==> config.mk <==
export PLATFORM = sky130hd
export DESIGN_NAME = sw_mailbox_ctrl
export DESIGN_NICKNAME = d
export VERILOG_FILES = /design/src/rtl/sw_mailbox_ctrl.sv
export SDC_FILE = /design/constraint.sdc
export NUM_CORES = 1
export LEC_CHECK = 0
export BUFFER_PORTS_ARGS = -buffer_cell sky130_fd_sc_hd__buf_2
export CORE_AREA = 2 2 468 470
export CTS_BUF_LIST = sky130_fd_sc_hd__clkbuf_4 sky130_fd_sc_hd__clkbuf_8
export DETAILED_ROUTE_END_ITERATION = 16
export DIE_AREA = 0 0 470 472
export GPL_ROUTABILITY_DRIVEN = 0
export PLACE_DENSITY = 0.3
export SYNTH_ARGS = -nofsm -noshare
export SYNTH_HDL_FRONTEND = slang
export SYNTH_SLANG_ARGS = --single-unit
==> constraint.sdc <==
create_clock -name clk_clk -period 2.8 [get_ports clk_clk]
set_input_delay 0.14 -clock clk_clk [delete_from_list [all_inputs] [get_ports clk_clk]]
set_output_delay 0.14 -clock clk_clk [all_outputs]
set_load 0.05 [all_outputs]
==> src/rtl/sw_mailbox_ctrl.sv <==
// sw_mailbox_ctrl: fabric side of the Nios<->fabric PIO mailbox (sig handshake, shadow bank, result capture).
// Build option MBOX_DOUBLE_BUFFER_EN: writes land in a pending bank that is released to bank_out on frame_sync.
module sw_mailbox_ctrl #(
   parameter int NUM_PORTS      = 16,
   parameter int DATA_W         = 32,
   parameter int TIMEOUT_CYCLES = 50000000,
   parameter int ERRCNT_W       = 8
) (
   input  logic                          clk_clk,
   input  logic                          reset_reset_n,
   input  logic [1:0]                    to_hw_sig,
   input  logic [NUM_PORTS*DATA_W-1:0]   to_hw_port_bus,
   input  logic [31:0]                   res0_in,
   input  logic [31:0]                   res1_in,
   input  logic [7:0]                    res2_in,
   input  logic                          bank_lock,
   input  logic                          frame_sync,
   output logic [1:0]                    to_sw_sig,
   output logic [31:0]                   to_sw_port0,
   output logic [31:0]                   to_sw_port1,
   output logic [7:0]                    to_sw_port2,
   output logic [NUM_PORTS*DATA_W-1:0]   bank_out,
   output logic                          bank_update,
   output logic                          busy,
   output logic [ERRCNT_W-1:0]           err_count
);

   localparam logic [1:0] CMD_IDLE  = 2'b00;
   localparam logic [1:0] CMD_WRITE = 2'b01;
   localparam logic [1:0] CMD_READ  = 2'b10;
   localparam logic [1:0] CMD_CLEAR = 2'b11;

   localparam logic [1:0] ST_IDLE   = 2'b00;
   localparam logic [1:0] ST_ACK    = 2'b01;
   localparam logic [1:0] ST_RVALID = 2'b10;
   localparam logic [1:0] ST_ERR    = 2'b11;

   localparam int               CNT_W    = (TIMEOUT_CYCLES > 1) ? $clog2(TIMEOUT_CYCLES) : 1;
   localparam logic [CNT_W-1:0] CNT_LAST = CNT_W'(TIMEOUT_CYCLES - 1);

   typedef enum logic [2:0] {
      S_IDLE,
      S_WLATCH,
      S_CLR,
      S_RLATCH,
      S_WACK,
      S_RACK,
      S_ERR
   } state_t;

   state_t             state_reg, state_next;
   logic [CNT_W-1:0]   cnt_reg, cnt_next;
   logic [1:0]         sig_next;
   logic [1:0]         to_sw_sig_reg;
   logic               busy_reg;
   logic [ERRCNT_W-1:0] err_count_reg;
   logic [31:0]        port0_reg, port1_reg;
   logic [7:0]         port2_reg;
   logic               bank_update_reg;

   logic               load_bank;
   logic               load_zero;
   logic               load_res;
   logic               err_entry;
   logic               capture_ok;
   logic               bank_wr;

   // Next-state and per-cycle actions
   always_comb begin
      state_next = state_reg;
      cnt_next   = cnt_reg;
      load_bank  = 1'b0;
      load_zero  = 1'b0;
      load_res   = 1'b0;
      case (state_reg)
         S_IDLE: begin
            case (to_hw_sig)
               CMD_WRITE: state_next = S_WLATCH;
               CMD_READ:  state_next = S_RLATCH;
               CMD_CLEAR: state_next = S_CLR;
               default:   state_next = S_IDLE;
            endcase
         end
         S_WLATCH, S_CLR: begin
            if (capture_ok) begin
               load_bank  = 1'b1;
               load_zero  = (state_reg == S_CLR);
               state_next = S_WACK;
               cnt_next   = '0;
            end
         end
         S_RLATCH: begin
            load_res   = 1'b1;
            state_next = S_RACK;
            cnt_next   = '0;
         end
         S_WACK: begin
            if (to_hw_sig == CMD_IDLE)
               state_next = S_IDLE;
            else if (to_hw_sig == CMD_READ || to_hw_sig == CMD_CLEAR)
               state_next = S_ERR;
            else if (cnt_reg == CNT_LAST)
               state_next = S_ERR;
            else
               cnt_next = cnt_reg + 1'b1;
         end
         S_RACK: begin
            if (to_hw_sig == CMD_IDLE)
               state_next = S_IDLE;
            else if (to_hw_sig == CMD_WRITE || to_hw_sig == CMD_CLEAR)
               state_next = S_ERR;
            else if (cnt_reg == CNT_LAST)
               state_next = S_ERR;
            else
               cnt_next = cnt_reg + 1'b1;
         end
         S_ERR: begin
            if (to_hw_sig == CMD_IDLE)
               state_next = S_IDLE;
         end
         default: state_next = S_IDLE;
      endcase
      err_entry = (state_next == S_ERR) && (state_reg != S_ERR);
   end

   // Status is encoded from the next state so it changes on the same edge as the state
   always_comb begin
      sig_next = ST_IDLE;
      case (state_next)
         S_WACK:  sig_next = ST_ACK;
         S_RACK:  sig_next = ST_RVALID;
         S_ERR:   sig_next = ST_ERR;
         default: sig_next = ST_IDLE;
      endcase
   end

   always_ff @(posedge clk_clk) begin
      if (!reset_reset_n) begin
         state_reg       <= S_IDLE;
         cnt_reg         <= '0;
         to_sw_sig_reg   <= ST_IDLE;
         busy_reg        <= 1'b0;
         err_count_reg   <= '0;
         port0_reg       <= '0;
         port1_reg       <= '0;
         port2_reg       <= '0;
         bank_update_reg <= 1'b0;
      end else begin
         state_reg       <= state_next;
         cnt_reg         <= cnt_next;
         to_sw_sig_reg   <= sig_next;
         busy_reg        <= (state_next != S_IDLE);
         bank_update_reg <= bank_wr;
         if (err_entry && (err_count_reg != '1))
            err_count_reg <= err_count_reg + 1'b1;
         if (load_res) begin
            port0_reg <= res0_in;
            port1_reg <= res1_in;
            port2_reg <= res2_in;
         end
      end
   end

`ifdef MBOX_DOUBLE_BUFFER_EN
   logic pend_valid_reg;
   logic unused_bank_lock;

   assign unused_bank_lock = bank_lock;
   assign capture_ok       = 1'b1;
   // A load coinciding with frame_sync goes straight through to bank_out
   assign bank_wr          = frame_sync && (pend_valid_reg || load_bank);

   always_ff @(posedge clk_clk) begin
      if (!reset_reset_n)
         pend_valid_reg <= 1'b0;
      else if (bank_wr)
         pend_valid_reg <= 1'b0;
      else if (load_bank)
         pend_valid_reg <= 1'b1;
   end
`else
   logic unused_frame_sync;

   assign unused_frame_sync = frame_sync;
   assign capture_ok        = !bank_lock;
   assign bank_wr           = load_bank;
`endif

   genvar gi;
   generate
      for (gi = 0; gi < NUM_PORTS; gi++) begin : g_word
         logic [DATA_W-1:0] load_word;
         logic [DATA_W-1:0] word_reg;

         assign load_word                       = load_zero ? '0 : to_hw_port_bus[gi*DATA_W +: DATA_W];
         assign bank_out[gi*DATA_W +: DATA_W]   = word_reg;
`ifdef MBOX_DOUBLE_BUFFER_EN
         logic [DATA_W-1:0] pend_reg;

         always_ff @(posedge clk_clk) begin
            if (!reset_reset_n) begin
               pend_reg <= '0;
               word_reg <= '0;
            end else begin
               if (load_bank)
                  pend_reg <= load_word;
               if (bank_wr)
                  word_reg <= load_bank ? load_word : pend_reg;
            end
         end
`else
         always_ff @(posedge clk_clk) begin
            if (!reset_reset_n)
               word_reg <= '0;
            else if (bank_wr)
               word_reg <= load_word;
         end
`endif
      end
   endgenerate

   assign to_sw_sig   = to_sw_sig_reg;
   assign to_sw_port0 = port0_reg;
   assign to_sw_port1 = port1_reg;
   assign to_sw_port2 = port2_reg;
   assign bank_update = bank_update_reg;
   assign busy        = busy_reg;
   assign err_count   = err_count_reg;

endmodule

# --- Yosys cells after proc, flatten, opt, wreduce, memory -nomap -nowiden ---
# Cells that the tools add are included.
totals:
  out_inout_bits: 596
  ff_bits: 625
  word_cells: 95
classes:
  addsub: 2
  n_mux: 38
  n_eq_ne: 20
  n_reduce_logical: 10
ops:
  columns: ["operator", "n"]
  rows:
  - ["$mux W32", 16]
  - ["$mux W26", 6]
  - ["$pmux W26 S4", 1]
  - ["$add A26 B1 Y26 const B", 1]
  - ["$eq A26 B26 Y1 const B", 1]
  - ["$mux W3", 7]
  - ["$eq A3 B3 Y1 const B", 6]
  - ["$pmux W3 S6", 1]
  - ["$pmux W2 S3", 2]
  - ["$ne A2 B2 Y1 const B", 5]
  - ["$add A8 B1 Y8 const B", 1]
  - ["$ne A8 B8 Y1 const B", 1]
  - ["$eq A3 B2 Y1 const B", 2]
  - ["$reduce_and A6 Y1", 1]
  - ["$mux W1", 5]
  - ["$eq A2 B2 Y1 const B", 2]
  - ["$reduce_bool A4 Y1", 1]
  - ["$eq A3 B1 Y1 const B", 1]
  - ["$logic_not A3 Y1", 1]
  - ["$ne A3 B3 Y1 const B", 1]
  - ["$reduce_bool A3 Y1", 1]
  - ["$eq A2 B1 Y1 const B", 1]
  - ["$logic_and A1 B1 Y1", 2]
  - ["$logic_not A2 Y1", 1]
  - ["2 further kinds", 3]

# --- Longest topological paths before layout ---
# Gate-level depths: netlist of run 1.
depth:
  depth_word: 8
  ltp_mapped: 10
  depth_no_buf: 8

# --- Least setup slack after synthesis of run 1 ---
# Ideal clock, no wire load.
synth_timing:
  path_type: "register to register"
  from: "register cnt_reg[0]"
  to: "register cnt_reg[22]"
  path_slack_ns: 0.706
  t_required_ns: 2.729
  path_buffers: 0
  setup_time_ns: 0.071
  t_arrival_ns: 2.023
  stages_incl_launch_ff: 8
  path_cell_list: "dfxtp_1 ha_1 and3_1 nand3_1 nor4_4 or4_4 or3_1 a21oi_1"
synth_between:
  elab_chain_len: 5
  word_cells_on_any_way: 8
synth_lines:
  columns: ["element", "line_no", "rtl"]
  rows:
  - ["start, declared", "52", "logic [CNT_W-1:0] cnt_reg, cnt_next;"]
  - ["start signal, assigned", "150", "cnt_reg <= cnt_next;"]
  - ["$add A26 B1 Y26 or $eq A26 B26 Y1 (tied branches)", null, null]
  - ["$mux W26 (*)", "102, 112", null]
  - ["$mux W26, on equally long branches", "110, 100", null]
  - ["$mux W26, on equally long branches", "108, 98", null]
  - ["$pmux W26 S4 (*)", "75", "case (state_reg)"]
# Every way passes the cells marked *; elsewhere a longest branch is shown, timed or not. The select of a mux whose other input is x is not followed.
# A chain may end at the register's enable or synchronous reset.

# --- Final worst setup path of run 1 ---
layout_timing:
  from: "register state_reg[2]"
  to: "register g_word[2].word_reg[5]"
layout_between:
  elab_chain_len: 4
  word_cells_on_any_way: 7
layout_lines:
  columns: ["element", "line_no", "rtl"]
  rows:
  - ["start, declared", "51", "state_t state_reg, state_next;"]
  - ["start signal, assigned", "149", "state_reg <= state_next;"]
  - ["$eq A3 B2 Y1 or $eq A3 B1 Y1 (tied branches)", "75, 87", null]
  - ["$mux W1 or $reduce_or A2 Y1 (tied branches)", "85, 75", null]
  - ["$mux W1", "75", null]
  - ["$mux W32", "195", "assign load_word = load_zero ? '0 : to_hw_port_bus[gi*DATA_W +: DATA_W];"]
  - ["end signal, assigned", "216", "word_reg <= load_word;"]
  - ["end, declared", "193", "logic [DATA_W-1:0] word_reg;"]
# Several ways; a longest one is shown, not always the timed one.

==> run metrics, run 1 <==
status=finished, final reports clean; First DRT Iteration DRCs=1,042; Max-cap violations=0; number of flops mapped to enable cells by yosys=0; synthesized cell area=19,900 sq um; Placement Setup Slack=0.385 ns; RSZ-0062 raised after global routing=false; Max FO, Critical Path=60; slew margin rel.=0.267; worst-skew pair later-pin latency=0.88 ns; gr ovfl total=0; num rows=171; Initial Utilization=0.0918; register area share after synthesis=0.630; Req. time, crit path=3.59 ns; worst path buffer plus inverter count=4; first-pass GRT wire length=188,000 um; Die H=472 um; nets=4,643; Port-buffer cells=1,184; die width=470 um; die area=222,000 sq um; CP max-delay cell=dlygate4sd3_1; HP Class=input port to flop; vias in the first global route=24,400; layout cell share with drive strength beyond 1=0.359; CTS max path bufs=3; Tcrit/Tclk final=0.921; WL final=137,000 um; vias per cell=3.33; Top FF cell, synth=dfxtp_1; worst-margin pin slew=1.10 ns; DRC viols=0; Clock transition at path regs=0.06 ns; largest net degree at the start of global routing=87; Peak Freq=388 MHz; Startpoint Class=flop; critical path class=flop to flop; Async SR Flop Fraction=0; Max VDD drop=0.417 mV; synthesized flop and latch total=625; TritonCTS clock tree=done; Core Area=217,000 sq um; crit-path cells=buf_4, or3_1, nor3b_2, buf_12, buf_12, a22o_1, dlygate4sd3_1; Top cell by count, worst path=buf_12; DP HPWL=105,000 um; WP data arrival=3.37 ns; Num CTS Buffers=130; cell count after synthesis=1,717; Tot GR Track Use=0.119; warnings from Yosys=0; skew final=0.0396 ns; Tmin final=2.58 ns; Root Buffer=clkbuf_8; clk sink count=625; H-Tree Depth=4; TNS Setup=0 ns; Final Core Density=0.200; Detail Route Antenna Nets=0; Slew Limit Fails=0; total I/O pin count=1,186; Initial DRT Pass Iterations=4; syn avg cell area=11.6 sq um; Max stage delay on crit path=0.54 ns; Final Hold Vio Count=0; CP endpoint kind=flop; post-synth net total=2,313; routed len/inst=19.4 um; post_cts resized=0; P_leak=19.4 nW; synth-to-layout area growth=118%; max reg flops=512; post-synthesis cell type count=59; # setup viols final=0; Pwr Density=602 nW/um^2; Final WS setup=0.220 ns; initial antenna violation count=75; Top Family by Delay on Critical Path=buffers and inverters; vias=23,400
[timing repair]
action | CTS | global route
endpoints found under the hold margin | 616 | 0
endpoints found under the setup margin | 0 | 0
hold buffers | 1098 | 0
buffers inserted | 0 | 0
[worst register-to-register path, cell delays in order (launching register included)]
cell,delay [ns]
dfxtp_1,0.30
buf_4,0.18
or3_1,0.42
nor3b_2,0.36
buf_12,0.25
buf_12,0.30
a22o_1,0.18
dlygate4sd3_1,0.54
[worst paths after layout]
check / cells past startpoint / startpoint / to / slack, ns
worst max-delay path: 7 / state_reg[2] / g_word[2].word_reg[5] / 0.22
worst min-delay path: 3 / to_hw_port_bus[382] / g_word[11].word_reg[30] / 0.15
worst max register to register: 7 / state_reg[2] / g_word[2].word_reg[5] / 0.22
worst min register to register: 2 / to_sw_port1[14] / to_sw_port1[14] / 0.45
[synth_stat cells, types with 2 or more instances]
| cell type | count | area, sq um |
|---|---|---|
| nor3b_1 | 3 | 22.5 |
| clkbuf_1 | 88 | 330 |
| mux2i_1 | 2 | 20.0 |
| inv_1 | 8 | 30.0 |
| and4_1 | 2 | 17.5 |
| dfxtp_1 | 625 | 12500 |
| and2_1 | 2 | 12.5 |
| o21a_1 | 2 | 15.0 |
| nor2_1 | 34 | 128 |
| o21ai_1 | 3 | 15.0 |
| a22o_1 | 512 | 4480 |
| nor2_2 | 2 | 12.5 |
| nor3_1 | 7 | 35.0 |
| or4_1 | 2 | 15.0 |
| o21ai_0 | 8 | 40.0 |
| nand2_1 | 166 | 623 |
| nor4_1 | 10 | 62.6 |
| o211ai_1 | 2 | 15.0 |
| ha_1 | 6 | 75.1 |
| nand3_1 | 7 | 35.0 |
| nor4b_1 | 4 | 35.0 |
| buf_2 | 58 | 290 |
| and3_1 | 7 | 43.8 |
| a21oi_1 | 89 | 445 |
| nand2b_1 | 3 | 18.8 |
| nand4_1 | 8 | 50.1 |
| xnor2_1 | 17 | 149 |
| nor2b_1 | 2 | 12.5 |
| or3_1 | 8 | 50.1 |
[final cells by class]
class / instances / area [sq um]
fill: 24000 / 173000
tap: 2854 / 3570
inverter: 9 / 33.8
sequential: 625 / 12500
clock inverter: 24 / 318
clock buffer: 198 / 2490
multi-input combinational: 936 / 6720
timing repair buffer: 2345 / 17600
antenna: 30 / 75.1
[cells in the final DEF, fill, tap and decap left out, types with 30 or more instances in the layout]
cell | Yosys | layout
buf_2 | 58 | 1184
dlygate4sd3_1 | 0 | 1098
dfxtp_1 | 625 | 625
a22o_1 | 512 | 512
nand2_1 | 166 | 166
clkbuf_8 | 0 | 161
a21oi_1 | 89 | 89
buf_4 | 1 | 46
clkbuf_4 | 0 | 37
nor2_1 | 34 | 32
diode_2 | 0 | 30
[cell families (layout without fill, tap and decap cells)]
| family | Yosys count | in the layout | synth area share |
|---|---|---|---|
| buf+inv | 156 | 2576 | 0.0333 |
| fa+ha+maj | 6 | 6 | 0.00378 |
| compound gates | 628 | 628 | 0.257 |
| mux | 2 | 2 | 0.00101 |
| flops | 625 | 625 | 0.630 |
| simple gates | 282 | 282 | 0.0672 |
| xor+xnor | 18 | 18 | 0.00793 |
| other cells | 0 | 30 | 0 |
[stage by stage]
step	instances	hold WS, ns	power, mW	cell area, sq um
final	7021	0.147	26.1	43300
after global routing	7006	0.0607	27.4	43300
after floorplan	1717	0.258	12.6	19900
after CTS	6991	0.00136	26.7	43200
after global placement	5671	0.350	14.4	29400
after detailed placement	5671	0.352	14.4	29400
[power breakdown]
group	internal, mW	total (mW)	switching (mW)
logic	2.18	5.73	3.55
clock network	6.01	10.7	4.64
registers	9.41	9.71	0.305
[per-layer routing]
metal | global-route usage | wire length, um
met1 | 0.133 | 54200
met2 | 0.202 | 65400
met3 | 0.0506 | 13100
met4 | 0.0377 | 3650
met5 | 0 | 203
No activity file was read; power rests on OpenSTA's default activity.
==> inputs of run 2 (changes only) <==
--- a/config.mk
+++ b/config.mk
@@ -13,2 +13,3 @@
 export GPL_ROUTABILITY_DRIVEN = 0
+export GPL_TIMING_DRIVEN = 0
 export PLACE_DENSITY = 0.3
--- a/constraint.sdc
+++ b/constraint.sdc
@@ -3,2 +3,2 @@
 set_output_delay 0.14 -clock clk_clk [all_outputs]
-set_load 0.05 [all_outputs]
+set_load 0.005 [all_outputs]
==> run 2 against run 1 <==
Effect of this change:
- combinational power fell by 27%
- critical path depth grew 1
- sequential power about the same
- cell area up 0.12%
- largest cell class unchanged
==> run metrics, run 2 (synthesized netlist as in run 1, its figures left out) <==
Layout Cells excl Fill=7,113 (was 7,021); commonest non-fill, non-tap cells in the layout=buf_2 (1,238), dlygate4sd3_1 (1,096), dfxtp_1 (625) (was buf_2 (1,184), dlygate4sd3_1 (1,098), dfxtp_1 (625)); Num CTS Buffers=132 (was 130); R2R Path End=g_word[0].word_reg[14] (was g_word[2].word_reg[5]); Startpoint Class=flop (unchanged); Core Area=217,000 sq um (unchanged); die area=222,000 sq um (unchanged); Tmin final=2.63 ns (was 2.58 ns); hold path start=to_hw_port_bus[263] (was to_hw_port_bus[382]); r2r worst-path depth=8 (was 7); vias in the first global route=25,400 (was 24,400); largest net degree at the start of global routing=17 (was 87); max reg flops=512 (unchanged); vias=24,100 (was 23,400); Pwr Density=567 nW/um^2 (was 602 nW/um^2); slew margin rel.=0.505 (was 0.267); worst hold slack=0.134 ns (was 0.147 ns); Initial Utilization=0.0918 (unchanged); Die H=472 um (unchanged); most common cell after layout, fill and taps aside=buf_2 (unchanged); vias per cell=3.39 (was 3.33); Tot GR Track Use=0.129 (was 0.119); Detail Route Antenna Nets=0 (unchanged); Slew Limit Fails=0 (unchanged); Root Buffer=clkbuf_8 (unchanged); Peak Freq=381 MHz (was 388 MHz); TritonCTS clock tree=done (unchanged); Port-buffer cells=1,184 (unchanged); initial antenna violation count=69 (was 75); CP endpoint kind=flop (unchanged); setup slack, reg-to-reg=0.17 ns (was 0.22 ns); critical path class=flop to flop (unchanged); First DRT Iteration DRCs=1,052 (was 1,042); status=finished, final reports clean (unchanged); H-Tree Depth=4 (unchanged); WL final=148,000 um (was 137,000 um); Max-cap violations=0 (unchanged); num rows=171 (unchanged); dpl cell area=29,400 sq um (about the same); Req. time, crit path=3.59 ns (about the same); clk sink count=625 (unchanged); gr ovfl total=0 (unchanged); # fillers=24,100 (was 24,000); Max VDD drop=0.426 mV (was 0.417 mV); routed len/inst=20.8 um (was 19.4 um); die width=470 um (unchanged); worst r2r src=state_reg[0] (was state_reg[2]); WP data arrival=3.41 ns (was 3.37 ns); Max FO, Critical Path=10 (was 60); P_leak=19.6 nW (was 19.4 nW); HP Class=input port to flop (unchanged); worst-margin pin slew=0.743 ns (was 1.10 ns); total I/O pin count=1,186 (unchanged); Tcrit/Tclk final=0.938 (was 0.921); layout cell share with drive strength beyond 1=0.364 (was 0.359); skew final=0.0404 ns (was 0.0396 ns); nets=4,733 (was 4,643); synth-to-layout area growth=118% (about the same); # setup viols final=0 (unchanged); DP HPWL=118,000 um (was 105,000 um); Initial DRT Pass Iterations=5 (was 4); Power, Total=24.6 mW (was 26.1 mW); CTS max path bufs=3 (unchanged); hold depth=3 (unchanged); Worst Hold Path EP=g_word[8].word_reg[7] (was g_word[11].word_reg[30]); Final Hold Vio Count=0 (unchanged); first-pass GRT wire length=201,000 um (was 188,000 um); DRC viols=0 (unchanged); worst-skew pair later-pin latency=0.86 ns (was 0.88 ns); Clock transition at path regs=0.05 ns (was 0.06 ns); Placed Cells=5,756 (was 5,671); Finished Cell Area=43,400 sq um (was 43,300 sq um)
## run 2: per-stage QoR
stage          TNS [ns]  worst slack (ns)  utilization
4_1_cts               0           0.00994        0.200
3_3_place_gp    -690.59             -2.59        0.136
5_1_grt         -0.0101          -0.00780        0.200
2_1_floorplan         0             0.706            -
3_5_place_dp    -320.79             -1.21        0.136
6_report              0             0.174        0.200
## run 2: worst max-delay path, stage by stage (launching register included)
cell,delay (ns)
dfxtp_1,0.38
clkbuf_1,0.38
xnor2_1,0.20
nor3_1,0.08
nor2_2,0.32
buf_8,0.22
clkbuf_2,0.34
buf_2,0.39
a22o_1,0.20
## run 2: final cells by class
| class | count | area, sq um | area share |
|---|---|---|---|
| repair buffers | 2286 | 16900 | 0.391 |
| flip-flops and latches | 625 | 12500 | 0.288 |
| multi-input cells | 936 | 6710 | 0.155 |
| well taps | 2854 | 3570 | 0.0823 |
| clock buffers | 203 | 2560 | 0.0589 |
| plain buffers | 147 | 721 | 0.0166 |
| clock inverters | 28 | 264 | 0.00609 |
| diodes | 25 | 62.6 | 0.00144 |
| inverters | 9 | 33.8 | 0.000779 |
## run 2: power by group
| group | total (mW) | internal, mW | switching, mW |
|---|---|---|---|
| registers | 9.71 | 9.41 | 0.301 |
| clock network | 10.7 | 6.03 | 4.67 |
| logic | 4.20 | 2.13 | 2.07 |
## run 2: how the worst max path moves through the flow
| stage | startpoint | endpoint | cells after the start |
|---|---|---|---|
| 5_1_grt | state_reg[0] | g_word[0].word_reg[14] | 8 |
| 2_1_floorplan | cnt_reg[0] | cnt_reg[22] | 7 |
| 3_3_place_gp | state_reg[0] | g_word[2].word_reg[4] | 7 |
| 3_5_place_dp | state_reg[2] | g_word[2].word_reg[4] | 7 |
| 6_report | state_reg[0] | g_word[0].word_reg[14] | 8 |
| 4_1_cts | state_reg[0] | g_word[1].word_reg[22] | 8 |
## run 2: timing repair
action,4_1_cts,5_1_grt
cloned,0,0
endpoints found under the setup margin,513,302
hold buffers,1096,0
hold endpoints to repair,611,0
buffers inserted,0,5
resized for setup,32,53
pin swaps,0,1
## run 2: per-layer routing
layer	track usage	part of all wire	vias to the layer above	routed length, um
met1	0.141	0.38	11400	56600
met2	0.226	0.49	1121	72500
li1	-	-	11300	-
met4	0.0391	0.026	34	3910
met5	0	0.0015	-	221
met3	0.0544	0.097	241	14300
==> inputs of run 3 (changes only) <==
Settings changed: ABC_AREA set to 1, CORE_AREA 2 2 468 470 to 2 2 465 467, DIE_AREA 0 0 470 472 to 0 0 467 469.
==> run 3 against run 2 <==
Effect of this change:
- sequential power rose by 2.6%
- clock power barely moved
- power is 8.2% higher
- first-iteration DRC count is 45% higher
==> run metrics, run 3 <==
status=finished, final reports clean (unchanged); layout cell share with drive strength beyond 1=0.290 (was 0.364); first-pass GRT wire length=236,000 um (was 201,000 um); worst-margin pin slew=1.15 ns (was 0.743 ns); Placed Cells=7,029 (was 5,756); HP Class=input port to flop (unchanged); warnings from Yosys=0 (unchanged); DP HPWL=138,000 um (was 118,000 um); vias in the first global route=32,000 (was 25,400); max reg flops=512 (unchanged); Max FO, Critical Path=10 (unchanged); RSZ-0062 raised after global routing=false; Core Area=214,000 sq um (was 217,000 sq um); post-synth net total=3,602 (was 2,313); die area=219,000 sq um (was 222,000 sq um); count leader, synth=dfxtp_1 (unchanged); most common cell after layout, fill and taps aside=buf_2 (unchanged); First DRT Iteration DRCs=1,530 (was 1,052); routed len/inst=20.7 um (was 20.8 um); vias=31,000 (was 24,100); die width=467 um (was 470 um); Final Core Density=0.216 (was 0.200); commonest non-fill, non-tap cells in the layout=buf_2 (1,309), dlygate4sd3_1 (1,040), dfxtp_1 (625) (was buf_2 (1,238), dlygate4sd3_1 (1,096), dfxtp_1 (625)); Final WS setup=0.278 ns (was 0.174 ns); Layout Cells excl Fill=8,332 (was 7,113); gr ovfl total=0 (unchanged); CP endpoint kind=flop (unchanged); cell taking the most area after synthesis=dfxtp_1 (unchanged); largest net degree at the start of global routing=17 (unchanged); Pwr Density=576 nW/um^2 (was 567 nW/um^2); Peak Freq=396 MHz (was 381 MHz); Max-cap violations=0 (unchanged); TritonCTS clock tree=done (unchanged); skew final=0.0621 ns (was 0.0404 ns); Tcrit/Tclk final=0.901 (was 0.938); register area share after synthesis=0.536 (was 0.630); share of the synthesized area in the top cell type=0.536 (was 0.630); num rows=170 (was 171); Clock transition at path regs=0.06 ns (was 0.05 ns); CTS max path bufs=3 (unchanged); worst-skew pair later-pin latency=0.87 ns (was 0.86 ns); TNS Setup=0 ns (unchanged); WL final=172,000 um (was 148,000 um); slew margin rel.=0.234 (was 0.505); worst hold slack=0.144 ns (was 0.134 ns); clk sink count=625 (unchanged); # setup viols final=0 (unchanged); Req. time, crit path=3.58 ns (was 3.59 ns); Die H=469 um (was 472 um); Port-buffer cells=1,184 (unchanged); Root Buffer=clkbuf_8 (unchanged); Startpoint Class=flop (unchanged); P_leak=19.8 nW (was 19.6 nW); synth top area cells=dfxtp_1 (54%), nand3_1 (12%), a21oi_1 (11%) (was dfxtp_1 (63%), a22o_1 (23%), nand2_1 (3.1%)); Top FF cell, synth=dfxtp_1 (unchanged); # fillers=24,300 (was 24,100); H-Tree Depth=4 (unchanged); Tot GR Track Use=0.151 (was 0.129); initial antenna violation count=57 (was 69); cell count after synthesis=3,006 (was 1,717); Initial Utilization=0.109 (was 0.0918); Placement Setup Slack=-0.658 ns (was -1.21 ns); Max VDD drop=0.408 mV (was 0.426 mV); Tmin final=2.52 ns (was 2.63 ns); DRC viols=0 (unchanged); nets=5,973 (was 4,733); synthesized flop and latch total=625 (unchanged); syn avg cell area=7.77 sq um (was 11.6 sq um); synthesized cell area=23,400 sq um (was 19,900 sq um); WP data arrival=3.30 ns (was 3.41 ns); Initial DRT Pass Iterations=7 (was 5); synth-to-layout area growth=97.9% (was 118%); Slew Limit Fails=0 (unchanged); Async SR Flop Fraction=0 (unchanged); synth cell count leaders=dfxtp_1 (625), nand2_1 (623), nand3_1 (540) (was dfxtp_1 (625), a22o_1 (512), nand2_1 (166)); number of flops mapped to enable cells by yosys=0 (unchanged); post-synthesis cell type count=31 (was 59); total I/O pin count=1,186 (unchanged); Detail Route Antenna Nets=0 (unchanged); vias per cell=3.72 (was 3.39); critical path class=flop to flop (unchanged); Final Hold Vio Count=0 (unchanged); Num CTS Buffers=139 (was 132)
## run 3: final timing paths
kind / depth (start not counted) / slack [ns] / to / startpoint
hold / removal: 4 / 0.14 / g_word[13].word_reg[7] / to_hw_port_bus[423]
setup / recovery: 8 / 0.28 / g_word[15].word_reg[24] / state_reg[2]
setup reg to reg: 8 / 0.28 / g_word[15].word_reg[24] / state_reg[2]
hold reg to reg: 2 / 0.46 / g_word[6].word_reg[14] / g_word[6].word_reg[14]
## run 3: through the flow
step | area, sq um | power (mW)
3_5_place_dp | 32900 | 14.8
5_1_grt | 46200 | 28.1
6_report | 46200 | 26.6
2_1_floorplan | 23400 | 12.0
3_3_place_gp | 32800 | 14.8
4_1_cts | 46200 | 27.3
## run 3: metal layers
| metal | vias to the layer above | global-route usage | part of all wire |
|---|---|---|---|
| met5 | - | 0 | 0.00083 |
| met3 | 294 | 0.0570 | 0.086 |
| met4 | 22 | 0.0501 | 0.033 |
| li1 | 14900 | - | - |
| met1 | 14500 | 0.166 | 0.39 |
| met2 | 1214 | 0.264 | 0.49 |
## run 3: timing repair
item / in CTS / in global routing
endpoints found under the setup margin: 525 / 28
hold endpoints to repair: 603 / 0
gates resized for setup: 3 / 4
hold buffers: 1040 / 0
pin swaps: 2 / 0
setup buffers: 5 / 0
## run 3: area by class of cell
| type | count | area, sq um | share of cell area |
|---|---|---|---|
| Multi-Input combinational cell | 2069 | 9490 | 0.205 |
| Clock inverter | 30 | 298 | 0.00644 |
| Buffer | 257 | 1170 | 0.0253 |
| Sequential cell | 625 | 12500 | 0.271 |
| Timing Repair Buffer | 2230 | 16400 | 0.355 |
| Clock buffer | 200 | 2510 | 0.0544 |
| Antenna cell | 28 | 70.1 | 0.00152 |
| Inverter | 55 | 209 | 0.00452 |
| Tap cell | 2838 | 3550 | 0.0768 |
## run 3: power by group
| part | total [mW] | internal (mW) | switching [mW] |
|---|---|---|---|
| clock network | 10.9 | 5.98 | 4.95 |
| logic | 5.73 | 2.47 | 3.26 |
| registers | 9.96 | 9.57 | 0.392 |
## run 3: cell families (layout without fill, tap and decap cells)
group | Yosys count | in the layout | share of synthesized area
flops | 625 | 625 | 0.536
simple gates | 1426 | 1426 | 0.263
xor+xnor | 15 | 15 | 0.00562
other cells | 0 | 28 | 0
buf+inv | 312 | 2772 | 0.0582
fa+ha+maj | 6 | 6 | 0.00321
compound gates | 622 | 622 | 0.134
## run 3: worst max-delay path: stages, from the launching register on
cell      delay [ns]
dfxtp_1         0.40
inv_2           0.12
nand4_1         0.17
buf_4           0.16
buf_16          0.14
buf_2           0.36
clkbuf_1        0.52
nand3_1         0.33
a21oi_1         0.19
